### config.mk
export PLATFORM = sky130hd
export DESIGN_NAME = mem_bridge_flat
export DESIGN_NICKNAME = d
export VERILOG_FILES = /design/src/rtl/mem_bridge_pkg.sv /design/src/rtl/mem_bridge_if.sv /design/src/rtl/mem_bridge_lane_align.sv /design/src/rtl/mem_bridge.sv /design/src/flat_wrapper.sv
export SDC_FILE = /design/constraint.sdc
export NUM_CORES = 1
export LEC_CHECK = 0
export CORE_UTILIZATION = 45
export DETAILED_ROUTE_END_ITERATION = 7
export PLACE_DENSITY_LB_ADDON = 0.3
export SYNTH_ARGS = -nofsm -noshare
export SYNTH_HDL_FRONTEND = slang
export SYNTH_HIERARCHICAL = 1
export SYNTH_SLANG_ARGS = --single-unit
### constraint.sdc
create_clock -name clk_i -period 5.7 [get_ports clk_i]
set_input_delay 0.855 -clock clk_i [delete_from_list [all_inputs] [get_ports clk_i]]
set_output_delay 0.855 -clock clk_i [all_outputs]
set_load 0.005 [all_outputs]
### src/rtl/mem_bridge_pkg.sv
// Shared types for the core-to-system-bus memory bridge.
// Access sizes and bridge FSM states.
package mem_bridge_pkg;

    typedef enum logic [1:0] {
        MEM_SIZE_BYTE = 2'd0,
        MEM_SIZE_HALF = 2'd1,
        MEM_SIZE_WORD = 2'd2
    } mem_size_t;

    typedef enum logic [1:0] {
        S_IDLE,
        S_REQ,
        S_WAIT_R,
        S_DONE
    } mem_bridge_state_t;

endpackage

### src/rtl/mem_bridge_if.sv
// System bus side of the memory bridge: req/gnt/rvalid handshake.
interface mem_bridge_if;

    logic        bus_req_o;
    logic        bus_we_o;
    logic [31:0] bus_addr_o;
    logic [3:0]  bus_be_o;
    logic [31:0] bus_wdata_o;
    logic        bus_gnt_i;
    logic        bus_rvalid_i;
    logic [31:0] bus_rdata_i;
    logic        bus_err_i;

    modport master (
        output bus_req_o, bus_we_o, bus_addr_o, bus_be_o, bus_wdata_o,
        input  bus_gnt_i, bus_rvalid_i, bus_rdata_i, bus_err_i
    );

    modport slave (
        input  bus_req_o, bus_we_o, bus_addr_o, bus_be_o, bus_wdata_o,
        output bus_gnt_i, bus_rvalid_i, bus_rdata_i, bus_err_i
    );

endinterface

### src/rtl/mem_bridge_lane_align.sv
// Byte-lane steering: enables, write replication, read extraction
// and alignment check from access size and the low address bits.
module mem_lane_align
    import mem_bridge_pkg::*;
(
    input  logic [1:0]  i_size,
    input  logic [1:0]  i_addr_lo,
    input  logic [31:0] i_wdata,
    input  logic [31:0] i_rdata,
    output logic [3:0]  o_be,
    output logic [31:0] o_wdata,
    output logic [31:0] o_rdata,
    output logic        o_misaligned
);

    logic [31:0] w_shifted;

    assign w_shifted = i_rdata >> {i_addr_lo, 3'b000};

    always_comb begin
        o_be         = 4'b0000;
        o_wdata      = 32'h0;
        o_rdata      = 32'h0;
        o_misaligned = 1'b1;
        case (mem_size_t'(i_size))
            MEM_SIZE_BYTE: begin
                o_be         = 4'b0001 << i_addr_lo;
                o_wdata      = {4{i_wdata[7:0]}};
                o_rdata      = {24'h0, w_shifted[7:0]};
                o_misaligned = 1'b0;
            end
            MEM_SIZE_HALF: begin
                o_be         = i_addr_lo[1] ? 4'b1100 : 4'b0011;
                o_wdata      = {2{i_wdata[15:0]}};
                o_rdata      = {16'h0, w_shifted[15:0]};
                o_misaligned = i_addr_lo[0];
            end
            MEM_SIZE_WORD: begin
                o_be         = 4'b1111;
                o_wdata      = i_wdata;
                o_rdata      = w_shifted;
                o_misaligned = |i_addr_lo;
            end
            default: ;
        endcase
    end

endmodule

### src/rtl/mem_bridge.sv
// Turns single-cycle core load/store requests into bus transactions,
// stalling the core until completion and flagging errors/timeouts.
module mem_bridge
    import mem_bridge_pkg::*;
#(
    parameter int unsigned TIMEOUT_CYCLES = 255
) (
    input  logic         clk_i,
    input  logic         reset_i,
    input  logic         core_rd_req_i,
    input  logic         core_wr_req_i,
    input  logic [31:0]  core_addr_i,
    input  logic [1:0]   core_size_i,
    input  logic [31:0]  core_wdata_i,
    output logic [31:0]  core_rdata_o,
    output logic         stall_o,
    output logic         done_o,
    output logic         err_o,
    mem_bridge_if.master bus
);

    mem_bridge_state_t r_state, w_state_nxt;
    logic [31:0] r_addr, r_wdata, r_rdata, r_cnt;
    logic [1:0]  r_size;
    logic        r_we, r_err, w_err_nxt;
    logic        w_req_in, w_idle, w_req, w_wait, w_tmo;
    logic [1:0]  w_size, w_lo;
    logic [3:0]  w_be;
    logic [31:0] w_wlanes, w_rext;
    logic        w_misaligned;

    assign w_req_in = core_rd_req_i | core_wr_req_i;
    assign w_idle   = (r_state == S_IDLE);
    assign w_req    = (r_state == S_REQ);
    assign w_wait   = (r_state == S_WAIT_R);
    // In IDLE the aligner checks the incoming request; afterwards the latched one
    assign w_size   = w_idle ? core_size_i : r_size;
    assign w_lo     = w_idle ? core_addr_i[1:0] : r_addr[1:0];
    assign w_tmo    = (TIMEOUT_CYCLES != 32'd0) &&
                      (r_cnt == TIMEOUT_CYCLES - 32'd1);

    mem_lane_align u_align (
        .i_size       (w_size),
        .i_addr_lo    (w_lo),
        .i_wdata      (r_wdata),
        .i_rdata      (bus.bus_rdata_i),
        .o_be         (w_be),
        .o_wdata      (w_wlanes),
        .o_rdata      (w_rext),
        .o_misaligned (w_misaligned)
    );

    always_comb begin
        w_state_nxt = r_state;
        w_err_nxt   = r_err;
        case (r_state)
            S_IDLE: begin
                if (w_req_in) begin
                    w_state_nxt = w_misaligned ? S_DONE : S_REQ;
                    w_err_nxt   = w_misaligned;
                end
            end
            S_REQ: begin
                if (bus.bus_gnt_i) begin
                    if (r_we) begin
                        w_state_nxt = S_DONE;
                        w_err_nxt   = bus.bus_err_i;
                    end else begin
                        w_state_nxt = S_WAIT_R;
                    end
                end else if (w_tmo) begin
                    w_state_nxt = S_DONE;
                    w_err_nxt   = 1'b1;
                end
            end
            S_WAIT_R: begin
                if (bus.bus_rvalid_i) begin
                    w_state_nxt = S_DONE;
                    w_err_nxt   = bus.bus_err_i;
                end else if (w_tmo) begin
                    w_state_nxt = S_DONE;
                    w_err_nxt   = 1'b1;
                end
            end
            S_DONE: begin
                w_state_nxt = S_IDLE;
            end
        endcase
    end

    always_ff @(posedge clk_i or posedge reset_i) begin
        if (reset_i) begin
            r_state <= S_IDLE;
            r_addr  <= 32'h0;
            r_wdata <= 32'h0;
            r_rdata <= 32'h0;
            r_cnt   <= 32'h0;
            r_size  <= 2'b00;
            r_we    <= 1'b0;
            r_err   <= 1'b0;
        end else begin
            r_state <= w_state_nxt;
            r_err   <= w_err_nxt;
            if (w_idle && w_req_in) begin
                r_addr  <= core_addr_i;
                r_size  <= core_size_i;
                r_wdata <= core_wdata_i;
                r_we    <= core_wr_req_i;
            end
            if (w_state_nxt == S_REQ && !w_req)
                r_cnt <= 32'h0;
            else if (w_req || w_wait)
                r_cnt <= r_cnt + 32'd1;
            if (w_wait && bus.bus_rvalid_i && !bus.bus_err_i)
                r_rdata <= w_rext;
        end
    end

    assign core_rdata_o    = r_rdata;
    assign done_o          = (r_state == S_DONE);
    assign err_o           = done_o & r_err;
    assign stall_o         = w_req_in & (r_state != S_DONE);

    assign bus.bus_req_o   = w_req;
    assign bus.bus_we_o    = w_req & r_we;
    assign bus.bus_addr_o  = w_req ? {r_addr[31:2], 2'b00} : 32'h0;
    assign bus.bus_be_o    = w_req ? w_be : 4'b0000;
    assign bus.bus_wdata_o = w_req ? w_wlanes : 32'h0;

endmodule

### src/flat_wrapper.sv
// flat-port wrapper written by rule: the top's interface ports become plain ports
module mem_bridge_flat import mem_bridge_pkg::*;
#(
    parameter int unsigned TIMEOUT_CYCLES = 255
)
  (clk_i, reset_i, core_rd_req_i, core_wr_req_i, core_addr_i, core_size_i, core_wdata_i, core_rdata_o, stall_o, done_o, err_o, bus_bus_req_o, bus_bus_we_o, bus_bus_addr_o, bus_bus_be_o, bus_bus_wdata_o, bus_bus_gnt_i, bus_bus_rvalid_i, bus_bus_rdata_i, bus_bus_err_i);
  mem_bridge_if bus_i ();
  input  logic clk_i;
  input  logic reset_i;
  input  logic core_rd_req_i;
  input  logic core_wr_req_i;
  input  logic [31:0] core_addr_i;
  input  logic [1:0] core_size_i;
  input  logic [31:0] core_wdata_i;
  output logic [31:0] core_rdata_o;
  output logic stall_o;
  output logic done_o;
  output logic err_o;
  output wire logic [$bits(bus_i.bus_req_o)-1:0] bus_bus_req_o;
  output wire logic [$bits(bus_i.bus_we_o)-1:0] bus_bus_we_o;
  output wire logic [$bits(bus_i.bus_addr_o)-1:0] bus_bus_addr_o;
  output wire logic [$bits(bus_i.bus_be_o)-1:0] bus_bus_be_o;
  output wire logic [$bits(bus_i.bus_wdata_o)-1:0] bus_bus_wdata_o;
  input wire logic [$bits(bus_i.bus_gnt_i)-1:0] bus_bus_gnt_i;
  input wire logic [$bits(bus_i.bus_rvalid_i)-1:0] bus_bus_rvalid_i;
  input wire logic [$bits(bus_i.bus_rdata_i)-1:0] bus_bus_rdata_i;
  input wire logic [$bits(bus_i.bus_err_i)-1:0] bus_bus_err_i;
  assign bus_bus_req_o = bus_i.bus_req_o;
  assign bus_bus_we_o = bus_i.bus_we_o;
  assign bus_bus_addr_o = bus_i.bus_addr_o;
  assign bus_bus_be_o = bus_i.bus_be_o;
  assign bus_bus_wdata_o = bus_i.bus_wdata_o;
  assign bus_i.bus_gnt_i = bus_bus_gnt_i;
  assign bus_i.bus_rvalid_i = bus_bus_rvalid_i;
  assign bus_i.bus_rdata_i = bus_bus_rdata_i;
  assign bus_i.bus_err_i = bus_bus_err_i;
  mem_bridge #(.TIMEOUT_CYCLES(TIMEOUT_CYCLES)) u_core (.clk_i(clk_i), .reset_i(reset_i), .core_rd_req_i(core_rd_req_i), .core_wr_req_i(core_wr_req_i), .core_addr_i(core_addr_i), .core_size_i(core_size_i), .core_wdata_i(core_wdata_i), .core_rdata_o(core_rdata_o), .stall_o(stall_o), .done_o(done_o), .err_o(err_o), .bus(bus_i));
endmodule
# Yosys cells after proc, flatten, opt, wreduce, memory -nomap -nowiden
# Cells that the tools add are included.
[word_totals] regBits=134 in_bits=105 out_inout_bits=105 word_cells=63
[classes] n_addsub=1 eq_ne=10 shifts=2 muxes=25 n_bitwise=4 reduce_logical=13
[ops] op="case mux 32 bit (3 select lines)" count=2
[ops] op="two-way mux 32 bit" count=4
[ops] op="adder 32 x 1 -> 32 bit, second input constant" count=1
[ops] op="equality test 32 x 8 -> 1 bit, second input constant" count=1
[ops] op=">> shifter 32 x 5 -> 32 bit" count=1
[ops] op="two-way mux 2 bit" count=7
[ops] op="case mux 4 bit (3 select lines)" count=1
[ops] op="two-way mux 4 bit" count=2
[ops] op="case mux 2 bit (4 select lines)" count=1
[ops] op="equality test 2 x 1 -> 1 bit, second input constant" count=3
[ops] op="equality test 2 bit, second input constant" count=3
[ops] op="two-way mux 1 bit" count=6
[ops] op="case mux 1 bit (3 select lines)" count=2
[ops] op="logical AND 1 bit" count=4
[ops] op="logical NOT 2 bit" count=2
[ops] op="left shift 1 x 2 -> 4 bit, first input constant" count=1
[ops] op="bitwise AND 1 bit" count=3
[ops] op="!= test 3 x 2 -> 1 bit, second input constant" count=1
[ops] op="AND reduction 3 bit" count=1
[ops] op="nonzero test 3 bit" count=1
[ops] op="logical NOT 1 bit" count=2
[ops] op="!= test 2 x 1 -> 1 bit, second input constant" count=1
[ops] op="!= test 2 bit, second input constant" count=1
[ops] op="nonzero test 2 bit" count=1
[ops] op="other kinds (3)" count=3

# Longest topological paths before layout
[depth] depth_word=10 depth_mapped=12 mapped_depth_nobuf=9

# Modules after synthesis
# Netlist, hierarchy kept.
[modules_own_cells] mod="mem_bridge" instances=1 cells_per_inst=529 area_per_inst_um2=6289.8 seq_area_each_um2=3353.2
[modules_own_cells] mod="mem_lane_align" instances=1 cells_per_inst=173 area_per_inst_um2=1161.1 seq_area_each_um2=0.0

# Least setup slack after synthesis
# No wires, ideal clock.
[synth_path] kind="register to register" from="register u_core.r_state[1]" to="register u_core.r_cnt[0]" setup_time_ps=132 t_arrival_ps=2848 required_time_ps=5568 setup_slack_ps=2720 path_stages_with_launch=13 path_buffers=5 synth_period_minus_slack_ps=2980 path_cell_list="dfrtp_1 inv_1 ha_1 clkbuf_1 mux2_2 buf_2 clkbuf_1 o22a_1 o21ba_2 o21a_1 clkbuf_1 clkbuf_1 nor2_1"
[synth_between] elab_chain_cells=10 elab_cells_between_ends=23 classes_between="eq/ne (6); mux (10); reduce/logical (7)"
[synth_lines] element="start, declared" line="mem_bridge.sv:22" source="mem_bridge_state_t r_state, w_state_nxt;"
[synth_lines] element="start signal, assigned" line="mem_bridge.sv:102" source="r_state <= w_state_nxt;"
[synth_lines] element="logical NOT 2 bit (*)" line="mem_bridge.sv:33" source="assign w_idle = (r_state == S_IDLE);"
[synth_lines] element="two-way mux 2 bit (*)" line="mem_bridge.sv:37" source="assign w_size = w_idle ? core_size_i : r_size;"
[synth_lines] element="named net u_core.w_size[0]" line="mem_bridge.sv:27" source="logic [1:0] w_size, w_lo;"
[synth_lines] element="equality test 2 bit, or another cell as far along" line="mem_bridge_lane_align.sv:25" source="case (mem_size_t'(i_size))"
[synth_lines] element="case mux 1 bit (3 select lines) (*)" line="mem_bridge_lane_align.sv:25"
[synth_lines] element="named net u_core.w_misaligned" line="mem_bridge.sv:30" source="logic w_misaligned;"
[synth_lines] element="two-way mux 2 bit (*)" line="mem_bridge.sv:59" source="w_state_nxt = w_misaligned ? S_DONE : S_REQ;"
[synth_lines] element="two-way mux 2 bit (*)" line="mem_bridge.sv:58" source="if (w_req_in) begin"
[synth_lines] element="case mux 2 bit (4 select lines) (*)" line="mem_bridge.sv:56" source="case (r_state)"
[synth_lines] element="equality test 2 x 1 -> 1 bit (*)" line="mem_bridge.sv:110" source="if (w_state_nxt == S_REQ && !w_req)"
[synth_lines] element="logical AND 1 bit (*)" line="mem_bridge.sv:110"
[synth_lines] element="two-way mux 32 bit or nonzero test 2 bit (tied branches)"
[synth_lines] element="end signal, assigned" line="mem_bridge.sv:113" source="r_cnt <= r_cnt + 32'd1;"
[synth_lines] element="end, declared" line="mem_bridge.sv:23" source="logic [31:0] r_addr, r_wdata, r_rdata, r_cnt;"
# The timed path passes the listed nets; every way through them passes the cells marked *.
# A chain may end at the register's enable or synchronous reset.

# Worst setup path in the final report
[layout_path] from="register u_core.r_state[0]" to="output port bus_bus_wdata_o[29]"
[layout_between] elab_chain_cells=5 elab_cells_between_ends=8 classes_between="eq/ne (3); mux (3); reduce/logical (2)"
[layout_lines] element="logical NOT 2 bit (*)" line="mem_bridge.sv:33"
[layout_lines] element="two-way mux 2 bit (*)" line="mem_bridge.sv:37"
[layout_lines] element="named net u_core.w_size[1]" line="mem_bridge.sv:27"
[layout_lines] element="equality test 2 bit, or another cell as far along" line="mem_bridge_lane_align.sv:25"
[layout_lines] element="case mux 32 bit (3 select lines) (*)" line="mem_bridge_lane_align.sv:25"
[layout_lines] element="named net u_core.w_wlanes[29]" line="mem_bridge.sv:29" source="logic [31:0] w_wlanes, w_rext;"
[layout_lines] element="two-way mux 32 bit (*)" line="mem_bridge.sv:128" source="assign bus.bus_wdata_o = w_req ? w_wlanes : 32'h0;"
[layout_lines] element="end, declared" line="flat_wrapper.sv:23" source="output wire logic [$bits(bus_i.bus_wdata_o)-1:0] bus_bus_wdata_o;"
# Marked as above.

==> impl_results.md <==
- Outcome: complete, no violations
- Final Cycle Share: 80.39%
- Final hold vios: 0
- P&R area growth vs syn: 36.02%
- Routed vias/inst: roughly 5.3
- Tightest Pin Transition: 1099 ps
- Worst Hold End: u_core/r_addr[31]
- Syn Std Cell Area: 0.007451 mm2
- Relative slew margins: 26.70%
- Clock Sinks: 134
- Total core area: 0.01600 mm2
- Total GRT Usage: 22.15%
- #FFs+latches synth: roughly 130
- Final #Nets: ~1000
- Max cap viols: 0
- Largest cells by area after synthesis: dfrtp_1 (45%), mux2_2 (15%), and2_1 (7.1%)
- Vias in the first global route: 5549
- Initial antenna violation count: 0
- HPWL after DPL: ~13000 um
- RR Startpoint: u_core/r_state[0]
- Seq/Total Area, Yosys: 45.00%
- Clock latency on the worst-skew pair: 420 ps
- Pwr dens: approximately 520 mW/mm2
- CTS buffer count: 17
- Worst Setup End Kind: output pin
- Chip width: 130.7 um
- Peak supply drop: 0.0002557 V
- Clock root buffer: clkbuf_16
- Leak: 0.004232 uW
- Crit Path Max Fanout: 36
- Total negative setup slack: 0 ps
- DRC Markers: 0
- Worst path cell trace: inv_1 -> ha_1 -> mux2_2 -> and2b_1 -> nand2_1 -> o21ai_0 -> and2_1 -> clkdlybuf4s50_1
- Startpoint types: flop
- Minimum clock period: 4582 ps
- Post-synth ARST share: between 90% and 100%
- Setup CP Type: reg2out
- I/O pin total: 210
- Synth warn: 6
- Die footprint: 0.01708 mm2
- Syn Inst Count: 702
- IO Port Bufs: approximately 210
- Hold Startpoint: u_core/r_addr[31]
- Placer Congestion: 0.7789
- Worst endpoint required time: around 4900 ps
- Total design power: roughly 5300 uW
- Crit-path leading delay family: simple AND/OR/NAND/NOR gates
- Worst min path class: reg2reg
- Reg2reg setup slack: 1810 ps
- H-Tree Level Count: 4
- Initial drt markers: 345
- Critical path origin: u_core/r_state[0]
- Crit path DAT: 3730 ps
- Largest net degree at the start of global routing: 75
- Post-DRT Antenna Nets: 0
- Hold Path Stages: 1
- Ant diodes: 0
- Vias: 5919
- Slowest CP cell: mux2_2
- Clock Skews: 12.47 ps
- Post CTS Setup Buffer Count: 0
- Routed len/inst: 16.73 um
- RSZ-0062 raised after global routing: no
- CTS tree: built
- Fmax: 0.2182 GHz
- Max stage delay on crit path: 660 ps
- Layout cells sized above 1: 17.81%
- CTS Buffer Depth: 2
- Hold buffer count at CTS: 0
- Reg2reg path depth: 8
- Top cell type's share of synthesized area: 45.00%
- Number of core rows: 46
- Die H: 130.7 um
- Final slew viol count: 0
- Worst path bufs/invs: 2
- Initial Util: 46.57%
- Area leader, netlist: dfrtp_1
- Global route overflow: 0
- Distinct cell type count after synthesis: 56
- First-pass GRT wire length: 29230 um
- Post-synth EDFFs: 0
- R2r endpoint: u_core/r_cnt[20]
- Clk slew on worst S/H paths: 60 ps
- Top cells by count, synth: dfrtp_1 (134), mux2_2 (102), and2_1 (85)
- Avg Cell Area, Syn: roughly 11 um2
- Top-count cell post-synth: dfrtp_1
- Cts repair resizes: 0
- Total wire length: between 15000 and 20000 um
- Setup-failing EPs final: 0
- DR pass1 iterations: 4
- Predominant post-synthesis flop cell: dfrtp_1
-- cells in the final DEF, fill, tap and decap left out, types with 12 or more instances in the layout --
| master | Yosys | routed |
|---|---|---|
| and2_1 | 85 | 85 |
| nor2_1 | 26 | 26 |
| o21ai_0 | 22 | 22 |
| nand3_1 | 12 | 12 |
| or4_1 | 12 | 12 |
| clkbuf_16 | 0 | 17 |
| nor2b_1 | 14 | 14 |
| clkdlybuf4s50_1 | 0 | 207 |
| mux2_2 | 102 | 102 |
| mux2i_1 | 19 | 19 |
| dfrtp_1 | 134 | 134 |
| a21oi_1 | 36 | 36 |
| nand2_1 | 34 | 34 |
-- per-stage QoR --
step / instances / util, % / setup slack [ps] / instance area, um2 / hold slack, ps
6_report: 1109 / 63.34 / 1118 / 10130 / 496.4
5_1_grt: 1109 / 63.34 / 894.8 / 10130 / 502.0
4_1_cts: 1109 / 63.34 / 1106 / 10130 / 499.1
3_5_place_dp: 1079 / 59.83 / 1564 / 9573 / 485.8
3_3_place_gp: 1079 / 59.83 / 1600 / 9573 / 478.0
2_1_floorplan: 703 / - / 1262 / 7455 / 460.1
-- final cells by class --
| cell class | instances | area, um2 |
|---|---|---|
| inverter | 9 | 36.28 |
| clock buffer | 17 | 425.4 |
| clock inverter | 13 | 136.4 |
| multi-input combinational | 509 | 3811 |
| fill | 1360 | 5866 |
| sequential | 134 | 3353 |
| timing repair buffer | 211 | 2102 |
| tap | 216 | 270.3 |
-- routing by layer --
metal | GRT usage (%) | routed length (um) | up-vias
met5 | 0 | 0 | -
met4 | 6.153 | 172 | 0
met3 | 5.334 | 1155 | 14
met2 | 34.70 | 8626 | 165
met1 | 30.61 | 8600 | 2884
li1 | - | - | 2856
-- worst max path at each step --
stage | slack, ps | to | depth (start not counted)
2_1_floorplan | 1260 | u_core/core_rdata_o[0] | 1
3_3_place_gp | 1600 | bus_bus_wdata_o[26] | 7
3_5_place_dp | 1560 | bus_bus_wdata_o[29] | 8
4_1_cts | 1110 | bus_bus_wdata_o[29] | 8
5_1_grt | 890 | bus_bus_wdata_o[26] | 8
6_report | 1120 | bus_bus_wdata_o[29] | 8
-- cell families (layout without fill, tap and decap cells) --
kind of cell / after synthesis / in the layout / share of synthesized area (%)
AOI/OAI and AO/OA: 125 / 125 / 11.05
xor gates and xnor gates: 10 / 10 / 1.175
adders and majority gates: 6 / 6 / 1.008
buffers and inverters: 60 / 250 / 4.081
DFF: 134 / 134 / 45.00
muxes: 121 / 121 / 17.97
other: 1 / 2 / 0.05033
and+or+nand+nor: 245 / 245 / 19.66
-- power breakdown --
group          leakage (uW)  switching [uW]  internal, uW
sequential          0.00169             234          1340
clock              0.000255             414           635
combinational       0.00229            1240          1420
total               0.00423            1890          3390
-- flip-flops by register name (all words and copies together), names as in the netlist --
register	count
u_core/core_rdata_o	32
u_core/r_err	1
u_core/r_wdata	32
u_core/r_we	1
u_core/r_size	2
u_core/r_cnt	32
u_core/r_state	2
u_core/r_addr	32
(Power assumes the default switching activity.)
